$ cat src/rtl/rx_serial_8n1.sv
// rx_serial_8n1: 8N1 asynchronous serial receiver, LSB first, mid-bit sampling.
// Define RX_SYNC2_EN to put a two-flop synchronizer on dado_serial (one extra cycle of latency).
module rx_serial_8n1 #(
   parameter int unsigned CICLOS_POR_BIT = 5208
) (
   input  logic       clock,
   input  logic       reset,
   input  logic       dado_serial,
   input  logic       recebe_dado,
   output logic [7:0] dados_ascii,
   output logic       pronto,
   output logic       tem_dado,
   output logic       erro_stop,
   output logic       sobrescrita,
   output logic       ocupado
);

   localparam int unsigned METADE = CICLOS_POR_BIT / 2;
   localparam int unsigned CW     = $clog2(CICLOS_POR_BIT);
   localparam logic [CW-1:0] ULTIMO_BIT    = CW'(CICLOS_POR_BIT - 1);
   localparam logic [CW-1:0] ULTIMO_METADE = CW'(METADE - 1);

   localparam logic [2:0] OCIOSO = 3'd0;
   localparam logic [2:0] START  = 3'd1;
   localparam logic [2:0] DADOS  = 3'd2;
   localparam logic [2:0] STOP   = 3'd3;
   localparam logic [2:0] FIM    = 3'd4;
   localparam logic [2:0] ESPERA = 3'd5;

   logic          linha_s;
   logic [2:0]    estado;
   logic [2:0]    estado_prox;
   logic [CW-1:0] cnt;
   logic [2:0]    idx;
   logic [7:0]    shreg;
   logic          stop_s;
   logic          fim_meio;
   logic          fim_bit;

   // Reset holds the line register at the idle level so no phantom start is seen.
`ifdef RX_SYNC2_EN
   logic linha_meta;
   always_ff @(posedge clock) begin
      if (reset) begin
         linha_meta <= 1'b1;
         linha_s    <= 1'b1;
      end else begin
         linha_meta <= dado_serial;
         linha_s    <= linha_meta;
      end
   end
`else
   always_ff @(posedge clock) begin
      if (reset) linha_s <= 1'b1;
      else       linha_s <= dado_serial;
   end
`endif

   assign fim_meio = (cnt == ULTIMO_METADE);
   assign fim_bit  = (cnt == ULTIMO_BIT);

   always_comb begin
      estado_prox = estado;
      case (estado)
         OCIOSO: if (!linha_s) estado_prox = START;
         START:  if (fim_meio) estado_prox = linha_s ? OCIOSO : DADOS;
         DADOS:  if (fim_bit && idx == 3'd7) estado_prox = STOP;
         STOP:   if (fim_bit) estado_prox = FIM;
         FIM:    estado_prox = stop_s ? OCIOSO : ESPERA;
         ESPERA: if (linha_s) estado_prox = OCIOSO;
         default: estado_prox = OCIOSO;
      endcase
   end

   always_ff @(posedge clock) begin
      if (reset) begin
         estado  <= OCIOSO;
         cnt     <= '0;
         idx     <= '0;
         shreg   <= '0;
         stop_s  <= 1'b0;
         ocupado <= 1'b0;
      end else begin
         estado  <= estado_prox;
         ocupado <= (estado_prox != OCIOSO);
         case (estado)
            START: begin
               if (fim_meio) begin
                  cnt <= '0;
                  idx <= '0;
               end else begin
                  cnt <= cnt + 1'b1;
               end
            end
            DADOS: begin
               if (fim_bit) begin
                  cnt   <= '0;
                  idx   <= idx + 3'd1;
                  shreg <= {linha_s, shreg[7:1]};
               end else begin
                  cnt <= cnt + 1'b1;
               end
            end
            STOP: begin
               if (fim_bit) begin
                  cnt    <= '0;
                  stop_s <= linha_s;
               end else begin
                  cnt <= cnt + 1'b1;
               end
            end
            default: cnt <= '0;
         endcase
      end
   end

   // A completing frame takes priority over an acknowledge in the same cycle.
   always_ff @(posedge clock) begin
      if (reset) begin
         dados_ascii <= '0;
         pronto      <= 1'b0;
         tem_dado    <= 1'b0;
         erro_stop   <= 1'b0;
         sobrescrita <= 1'b0;
      end else begin
         pronto <= 1'b0;
         if (estado == FIM) begin
            dados_ascii <= shreg;
            pronto      <= 1'b1;
            tem_dado    <= 1'b1;
            erro_stop   <= ~stop_s;
            if (tem_dado && !recebe_dado) sobrescrita <= 1'b1;
         end else if (recebe_dado) begin
            tem_dado    <= 1'b0;
            sobrescrita <= 1'b0;
         end
      end
   end

endmodule
$ cat config.mk
export PLATFORM = sky130hd
export DESIGN_NAME = rx_serial_8n1
export DESIGN_NICKNAME = d
export VERILOG_FILES = /design/src/rtl/rx_serial_8n1.sv
export SDC_FILE = /design/constraint.sdc
export NUM_CORES = 1
export LEC_CHECK = 0
export ABC_AREA = 1
export BUFFER_PORTS_ARGS = -buffer_cell sky130_fd_sc_hd__buf_2
export CORE_ASPECT_RATIO = 0.75
export CORE_MARGIN = 5
export CORE_UTILIZATION = 37
export DETAILED_ROUTE_END_ITERATION = 10
export GPL_TIMING_DRIVEN = 1
export PLACE_DENSITY = 0.63
export SYNTH_ARGS = -nofsm -noshare
export SYNTH_HDL_FRONTEND = slang
export SYNTH_SLANG_ARGS = --single-unit
$ cat constraint.sdc
create_clock -name clock -period 1.4 [get_ports clock]
set_clock_uncertainty 0.05 [all_clocks]
set_input_delay 0.28 -clock clock [delete_from_list [all_inputs] [get_ports clock]]
set_output_delay 0.28 -clock clock [all_outputs]
set_load 0.02 [all_outputs]
==> results.json <==
{
  "place_area_sq_um": 2300,
  "grt_overflow": 0,
  "swShare_pct": 22.8,
  "io_buffers": 16,
  "final-setup-viol-count": 6,
  "setup.worst_path.start_class": "flop",
  "cts_hold_buffers": 0,
  "syn-num-nets": 270,
  "synth_cell_type_count": 28,
  "required_ns": 1.54,
  "syn_inst": 263,
  "finalNetCount": 317,
  "syn_avg_cell_area_sq_um": 7.47,
  "first_pass_iters": 4,
  "rows": 23,
  "yosysWarnings": 0,
  "synth-async-reset-ratio_pct": 0,
  "worst-path-max-fanout": 6,
  "critPathArrivalTime_ns": 1.58,
  "cts_buffer_depth": 2,
  "crit_type": "flop to flop",
  "num-fill-cells": 508,
  "wl_per_cell_um": 11.9,
  "worstReg2RegEnd": "idx[0]",
  "drt_wl_total_mm": 4.59,
  "synthFlopType": "dfxtp_1",
  "cts_buffers": 5,
  "crit_path_end": "idx[0]",
  "dpl.cell_count": 371,
  "layout.cells.non_filler": 386,
  "synth_seq_cells": 42,
  "cts.clk_slew.worst_paths_ns": 0.08,
  "max_cap_violations": 0,
  "seqPwrFrac_pct": 56.7,
  "peakVddDrop_mv": 0.333,
  "regToRegSetupSlack_ns": -0.04,
  "seq_area_frac_synth_pct": 42.8,
  "comb_power_share_pct": 5.7,
  "antenna_found_initial": 0,
  "insertion_delay_ns": 0.29,
  "switchingPower_mw": 0.489,
  "h-tree-depth": 2,
  "powerDensity_nw_per_um2": 830,
  "rr_worst_depth": 10,
  "clkPwrFrac_pct": 37.7,
  "yosysTopAreaCellShare_pct": 42.8,
  "synth_edf_count": 0,
  "fp.dieArea_sq_um": 6880,
  "slew_viol_final": 0,
  "hpwl_mm": 3.16,
  "initialDrtViolationCount": 126,
  "dp_slack_ns": -0.114,
  "worst_pin_slew_ns": 0.299,
  "timing.rr.start": "cnt[1]",
  "worstSetupEndpointType": "flop",
  "post-route-period-util_pct": 103,
  "power.total_mw": 2.14,
  "initial_utilization_pct": 37.5,
  "die_height_um": 73.1,
  "setup_tns_ns": -0.140,
  "final_cell_mix": "38 x nand2_1, 29 x dfxtp_1, 28 x a21oi_1, 25 x buf_4, 23 x nor2_1",
  "ys_top_cells_by_area": "dfxtp_1 43%, nand2_1 7.5%, a21oi_1 7.1%",
  "routed_via_density": 4.77,
  "antenna-diode-count": 0,
  "gp_congestion": 0.845,
  "fp.coreArea_sq_um": 5240,
  "grt_usage_pct": 13.5,
  "vias": 1843,
  "num_io_pins": 17,
  "min_period_ns": 1.44,
  "cts_tree": "built",
  "synth_top_area_cell": "dfxtp_1",
  "hold_start": "dado_serial",
  "clock.fmax_ghz": 0.693,
  "layout_commonest_cell": "nand2_1",
  "grt_first_pass_wirelength_mm": 7.37,
  "crit_path_start": "cnt[1]",
  "cts_sinks": 42,
  "rsz0062_at_grt": "yes",
  "hold_viol": 0,
  "grt_pass1_vias": 1595,
  "cts_root_buf": "clkbuf_8",
  "status": "finished, violations left",
  "antenna_left": 0,
  "leakage_nw": 1.06,
  "die_w_um": 94.1,
  "remaining_drc_errors": 0,
  "violations": "setup timing",
  "final_area_sq_um": 2580,
  "min_path_type": "input port to flop",
  "finalWorstSetupSlack_ns": -0.0439,
  "p_int_mw": 1.66,
  "area_delta_synth_final_pct": 31.5,
  "syn_area_sq_um": 1960,
  "grt_max_degree": 24,
  "drive_gt1_share_pct": 39.5,
  "slew-limit-headroom_pct": 80.0
}
## cell usage after synthesis, types with 4 or more instances
cell type   n
inv_2      11
nor2_1     29
dfxtp_1    42
inv_1      23
nor2_2      8
a21oi_1    28
nand3_1    21
nor3_2      4
nor3_1      6
o21ai_1     4
xor2_1      4
o21ai_0    17
nand2_2     6
nand2_1    39
## final cells by class
type                       instances  area, sq um  area share (%)
inverter                          35          134            5.18
clock buffer                       6         82.6            3.20
timing repair buffer              45          330            12.8
sequential                        42          857            33.2
clock inverter                     2         12.5           0.484
multi-input combinational        181         1070            41.5
tap                               75         93.8            3.63
## registers in the layout, indices dropped and copies added (netlist names), 3 cells and up
register	count
dados_ascii	8
shreg	8
cnt	13
estado	3
idx	3
## through the flow
step / util, % / hold WS (ns)
after floorplan: - / 0.299
after global placement: 43.9 / 0.394
after detailed placement: 43.9 / 0.401
after CTS: 46.9 / 0.120
after global routing: 49.3 / 0.133
final: 49.3 / 0.130
## power groups by stage
stage	Clock (mW)	Sequential, mW	Combinational (mW)
5_1_grt	0.891	1.22	0.136
2_1_floorplan	0	1.24	0.0637
4_1_cts	0.843	1.22	0.115
3_3_place_gp	0	1.24	0.110
6_report	0.808	1.22	0.122
3_5_place_dp	0	1.24	0.113
## layer usage
metal	up-vias	wire length (um)	global-route usage (%)
met4	0	72	4.49
met1	844	2320	20.4
li1	946	-	-
met2	45	1990	18.8
met5	-	0	0
met3	8	207	2.99
## worst min-delay path by stage
stage                      to  depth (start not counted)  slack (ns)
detailed placement     stop_s                          2        0.40
CTS                   linha_s                          2        0.12
finish                linha_s                          2        0.13
global placement    erro_stop                          2        0.39
global route          linha_s                          2        0.13
floorplan           erro_stop                          1        0.30
## critical path, cell delays in order, from the launching register on
cell	delay [ns]
dfxtp_2	0.36
ha_4	0.17
nand2_4	0.08
inv_2	0.07
nand2_2	0.06
nor2_4	0.12
nand3_2	0.13
nand2_4	0.14
nand3_2	0.06
nand2_1	0.06
nor2_1	0.04
## logic make-up (layout without fill, tap and decap cells)
kind of cell,Yosys count,in the layout,share of synthesized area (%)
flops,42,42,42.8
compound gates,49,49,12.5
xor+xnor,4,4,1.78
simple gates,124,125,31.8
buf+inv,41,88,9.23
fa+ha+maj,3,3,1.91
## repair_timing
action / CTS / global route
cloned: 0 / 1
pin swaps: 6 / 11
endpoints found under the setup margin: 26 / 36
gates resized for setup: 12 / 36
setup buffers: 3 / 3
Note: power is estimated with default switching activity, not from simulation.
